## src/rtl/clkdiv_multi.sv

```systemverilog
// rtl/clkdiv_multi.sv - multi-channel programmable clock divider with shadowed divisors
// Each channel emits a near-50% divided clock and a one-cycle wrap tick.
module clkdiv_multi #(
    parameter int CHANNELS    = 2,
    parameter int WIDTH       = 24,
    parameter int DEFAULT_DIV = 12_000_000
) (
    input  logic                clk_in,
    input  logic                rst_n,
    input  logic [CHANNELS-1:0] en,
    input  logic                sync,
    input  logic                div_load,
    input  logic [2:0]          div_ch,
    input  logic [WIDTH-1:0]    div_val,
    output logic [CHANNELS-1:0] clk_out,
    output logic [CHANNELS-1:0] tick
);

    localparam logic [WIDTH-1:0] RESET_DIV = WIDTH'(DEFAULT_DIV);

    for (genvar c = 0; c < CHANNELS; c++) begin : g_ch
        logic [WIDTH-1:0] shadow;
        logic [WIDTH-1:0] act;
        logic [WIDTH-1:0] cnt;
        logic [WIDTH-1:0] meff;
        logic [WIDTH-1:0] low_len;
        logic             load_hit;
        logic             out_q;
        logic             tk_q;

        // A zero divisor behaves as divide-by-one; the low phase takes the odd cycle.
        assign meff     = (act == '0) ? WIDTH'(1) : act;
        assign low_len  = meff - (meff >> 1);
        assign load_hit = div_load && (div_ch == 3'(c));

        always_ff @(posedge clk_in or negedge rst_n) begin
            if (!rst_n) begin
                shadow <= RESET_DIV;
            end else if (load_hit) begin
                shadow <= div_val;
            end
        end

        // act only ever follows shadow at a period boundary, disable or sync.
        always_ff @(posedge clk_in or negedge rst_n) begin
            if (!rst_n) begin
                act   <= RESET_DIV;
                cnt   <= '0;
                out_q <= 1'b0;
                tk_q  <= 1'b0;
            end else if (!en[c] || sync) begin
                act   <= shadow;
                cnt   <= '0;
                out_q <= 1'b0;
                tk_q  <= 1'b0;
            end else if (cnt == meff - WIDTH'(1)) begin
                act   <= shadow;
                cnt   <= '0;
                out_q <= 1'b0;
                tk_q  <= 1'b1;
            end else begin
                cnt  <= cnt + WIDTH'(1);
                tk_q <= 1'b0;
                if (cnt + WIDTH'(1) == low_len) begin
                    out_q <= 1'b1;
                end
            end
        end

        assign clk_out[c] = out_q;
        assign tick[c]    = tk_q;
    end

endmodule

```

## config.mk

```make
export PLATFORM = sky130hd
export DESIGN_NAME = clkdiv_multi
export DESIGN_NICKNAME = d
export VERILOG_FILES = /design/src/rtl/clkdiv_multi.sv
export SDC_FILE = /design/constraint.sdc
export NUM_CORES = 1
export LEC_CHECK = 0
export CORE_AREA = 2 2 167 169
export CTS_BUF_LIST = sky130_fd_sc_hd__clkbuf_8
export CTS_CLUSTER_SIZE = 12
export DETAILED_ROUTE_END_ITERATION = 8
export DIE_AREA = 0 0 169 171
export GPL_TIMING_DRIVEN = 0
export PLACE_DENSITY = 0.71
export REMOVE_ABC_BUFFERS = 1
export SLEW_MARGIN = 30
export SYNTH_ARGS = -nofsm -noshare
export SYNTH_HDL_FRONTEND = slang
export SYNTH_SLANG_ARGS = --single-unit
```

## constraint.sdc

```tcl
create_clock -name clk_in -period 11.35 [get_ports clk_in]
set_clock_uncertainty 0.1 [all_clocks]
set_input_delay 2.27 -clock clk_in [delete_from_list [all_inputs] [get_ports clk_in]]
set_output_delay 2.27 -clock clk_in [all_outputs]
set_load 0.05 [all_outputs]
```

==> out/qor.csv <==
stage,metric,value,unit
status,result of the run,"finished, final reports clean",
die,die outline area,28900,um2
pwr,Peak VDD IR,70.86,uV
setup_path,"Max stage delay cell, worst path",nor2_1,
clock_network,count of hold buffers inserted by post-cts repair,0,
layout,share of layout cells above drive strength 1,12.02,%
detailed_routing,count of routing violations after the opening detailed-route iteration,596,
layout,multi-input combinational cell area,7569,um2
setup_path,highest cell delay on the worst timing path,670,ps
detailed_routing,sum of routed wire length over all layers,31170,um
clock_network,Clock transition at path regs,110,ps
clock_network,sinks on the clock net,148,
die,Row Count,61,
logic_synthesis,register area share after synthesis,31.33,%
global_routing,maximum number of pins on one net before global-route repair,83,
global_routing,global-route wire length before repair,50650,um
pwr,combinational group share of total power,50.8,%
logic_synthesis,synthesized flop and latch total,148,
layout,count of inserted antenna diode cells,0,
clock_network,clock insertion delay at the later pin of the skew report,470,ps
clock_network,clock tree from TritonCTS,built,
clock_network,H-tree levels,4,
setup_path,Setup crit end kind,register,
timing,Final TNS setup,0,ps
worst_hold_path,type of the tightest min-delay check,register to register,
placement,placer congestion estimate,0.9637,
pwr,switching component of the power,1014,uW
die,floorplan core area,27320,um2
logic_synthesis,number of warnings issued by yosys,0,
timing,Tcrit/Tclk final,49.62,%
timing,fmax,177.6,MHz
layout,area added between synthesis and finish,8.784,%
clock_network,count of cells resized by post-cts repair,0,
logic_synthesis,top cell type's share of synthesized area,22.56,%
timing,slew at the pin with the worst max-slew slack,1088,ps
logic_synthesis,count of distinct cell types in the synthesized netlist,80,
clock_network,largest buffer count on any clock path,2,
pwr,power density over the cells,177.5,nW/um2
timing,hold_ws,362.7,ps
logic_synthesis,Post-synth top flop,dfrtp_1,
pwr,part of the power in the clock network,18.8,%
placement,Port-buffer cells,36,
pwr,sw frac,43.85,%
setup_path,cell breakdown of the critical path,inv_1 -> ha_1 -> nor4b_1 -> nand3_1 -> nor2_1 -> nor2_1 -> ha_1 -> fa_1 -> o21bai_1 -> a2111oi_2 -> o31a_1 -> o31ai_1 -> xnor2_1 -> o2111ai_1 -> a2111o_1 -> nor4_1 -> o2111ai_1 -> nand2_1,
setup_path,startpoint kind of the worst setup timing path,register,
logic_synthesis,number of instances in the synthesized netlist,1358,
die,initial core utilization,43.84,%
layout,fill cell instance count of the final layout,2595,
timing,# setup viols final,0,
setup_path,worst-path fanout max,10,
timing,max-slew violation total from the final report,0,
pwr,Internal,1299,uW
clock_network,Setup Buffers After CTS,0,
global_routing,initial antenna violation count,0,
timing,fin crit period,5632,ps
layout,Register Area,3754,um2
logic_synthesis,post-synthesis async set-or-reset flop share,100.0,%
timing,RSZ-0062 raised after global routing,false,
pwr,total chip power,2313,uW
pwr,share of total power in sequential cells,30.4,%
detailed_routing,Wirelength per Cell,18.23,um
logic_synthesis,Mapped Avg Cell Area,8.821,um2
global_routing,via count of the first global-routing pass,9808,
pwr,static leakage power,0.005423,uW
die,die width,169,um
setup_path,startpoint-to-endpoint class of the critical path,register to register,
detailed_routing,via/cell ratio,5.675,
logic_synthesis,netlist area before placement,11980,um2
detailed_routing,detailed-route via count,9705,
setup_path,WP data arrival,5950,ps
clock_network,root buffer selected by CTS,clkbuf_8,
logic_synthesis,Synth area leaders,"dfrtp_1 23%, ha_1 11%, dfstp_2 8.8%",
global_routing,GRT overflow,0,
timing,relative max-transition margin,26.77,%
detailed_routing,residual DRC count,0,
layout,number of nets in the finished design,1488,
detailed_routing,1st-pass router iterations,5,
placement,estimated wirelength of the detail-placed design,24590,um
timing,Hold Fails Final Rpt,0,
logic_synthesis,most area-hungry cell type in the Yosys netlist,dfrtp_1,
clock_network,number of buffers inserted during clock tree synthesis,17,
die,vertical extent of the die,171,um
logic_synthesis,number of enable-type register cells in the synthesized netlist,0,
die,total I/O pin count,37,
setup_path,worst path required time,11660,ps
run,# Max-Cap Violations,0,
detailed_routing,remaining antenna violation count after routing,0,
global_routing,GRT Util Overall,22.23,%
## metal layers
| layer | GRT usage (%) | up-vias | part of all wire [%] |
|---|---|---|---|
| met4 | 11.19 | 0 | 4.8 |
| met2 | 38.54 | 245 | 48 |
| li1 | - | 4729 | - |
| met5 | 0 | - | 0 |
| met1 | 27.29 | 4645 | 43 |
| met3 | 2.845 | 86 | 3.2 |
## path summary, 6_finish.rpt
kind	end	slack [ps]	from	cells past startpoint
worst min register to register	g_ch[1].act[21]$_DFFE_PN1P_	360	g_ch[1].shadow[21]$_DFFE_PN1P_	2
min in group asynchronous	g_ch[1].act[10]$_DFFE_PN0P_	1660	rst_n	1
worst max register to register	g_ch[1].out_q$_DFFE_PN0P_	5720	g_ch[1].act[19]$_DFFE_PN0P_	18
max in group asynchronous	g_ch[1].act[18]$_DFFE_PN1P_	8650	rst_n	2
worst max-delay path	g_ch[1].out_q$_DFFE_PN0P_	5720	g_ch[1].act[19]$_DFFE_PN0P_	18
worst min-delay path	g_ch[1].act[21]$_DFFE_PN1P_	360	g_ch[1].shadow[21]$_DFFE_PN1P_	2
## power groups by stage
stage	Combinational [uW]	Sequential, uW	Clock (uW)
floorplan	879	684	0
global placement	1130	710	0
detailed placement	1150	712	0
CTS	1160	703	445
global route	1290	717	465
finish	1170	704	435
## critical path, delay by kind of cell (launching register included)
kind,cells,cell delay (ps)
compound gates,7,1870
fa+ha+maj,3,970
flops,1,400
simple gates,6,1910
buf+inv,1,180
xor+xnor,1,160
## layout make-up
| class | instances | area share (%) |
|---|---|---|
| tap | 346 | 3.322 |
| sequential | 148 | 28.80 |
| multi-input combinational | 1038 | 58.08 |
| timing repair buffer | 48 | 3.783 |
| clock inverter | 15 | 1.392 |
| clock buffer | 17 | 1.795 |
| inverter | 98 | 2.823 |
## synthesized netlist by cell type, types with 5 or more instances
master	count
a2111oi_0	6
a211oi_1	8
a21o_1	6
a21oi_1	40
a311oi_1	5
a31oi_1	8
and2_1	5
and3_1	10
and4_1	5
buf_4	8
clkbuf_1	58
dfrtp_1	108
dfstp_2	40
ha_1	102
inv_1	98
mux2_2	50
mux2i_1	5
nand2_1	96
nand2b_1	17
nand3_1	44
nand4_1	30
nand4b_1	5
nor2_1	116
nor2b_1	18
nor3_1	46
nor3b_1	8
nor4_1	18
nor4b_1	5
o2111ai_1	7
o211ai_1	11
o21ai_0	49
o21ai_1	29
o21bai_1	5
o31ai_1	12
or2_2	12
or3_1	10
or4_1	7
xnor2_1	119
xnor3_1	6
xor2_1	51
## sequential cells by signal, indices dropped and copies added, names as in the netlist
signal / flops
g_ch.act: 48
g_ch.cnt: 48
g_ch.tk_q: 2
g_ch.shadow: 48
g_ch.out_q: 2
## layout by cell type, fill, tap and decap left out, types with 11 or more instances in the layout
cell / Yosys / layout
mux2_2: 50 / 50
o31ai_1: 12 / 12
nand2b_1: 17 / 17
nor3_1: 46 / 46
o21ai_0: 49 / 49
nand3_1: 44 / 43
clkbuf_8: 0 / 17
inv_1: 98 / 98
xnor2_1: 119 / 119
ha_1: 102 / 102
or2_2: 12 / 12
nor2b_1: 18 / 18
clkdlybuf4s50_1: 0 / 35
nor4_1: 18 / 17
dfrtp_1: 108 / 108
o21ai_1: 29 / 29
o211ai_1: 11 / 11
xor2_1: 51 / 51
a21oi_1: 40 / 40
nand2_1: 96 / 96
nor2_1: 116 / 116
dfstp_2: 40 / 40
nand4_1: 30 / 30
## through the flow
step	util [%]	instances	setup slack, ps	area (um2)
after floorplan	-	1284	5812	11640
after global placement	45.52	1666	1692	12440
after detailed placement	46.15	1678	5846	12610
after CTS	47.67	1710	5813	13030
after global routing	47.69	1710	5422	13030
final	47.69	1710	5718	13030
## logic make-up after synthesis
| group | count (synthesis) | share of synthesized area, % |
|---|---|---|
| xor gates and xnor gates | 176 | 13.56 |
| muxes | 56 | 5.243 |
| and+or+nand+nor | 465 | 19.73 |
| AOI/OAI and AO/OA | 237 | 13.28 |
| buffers and inverters | 172 | 5.870 |
| adders and majority gates | 104 | 10.99 |
| DFF | 148 | 31.33 |
(Power assumes the default switching activity.)
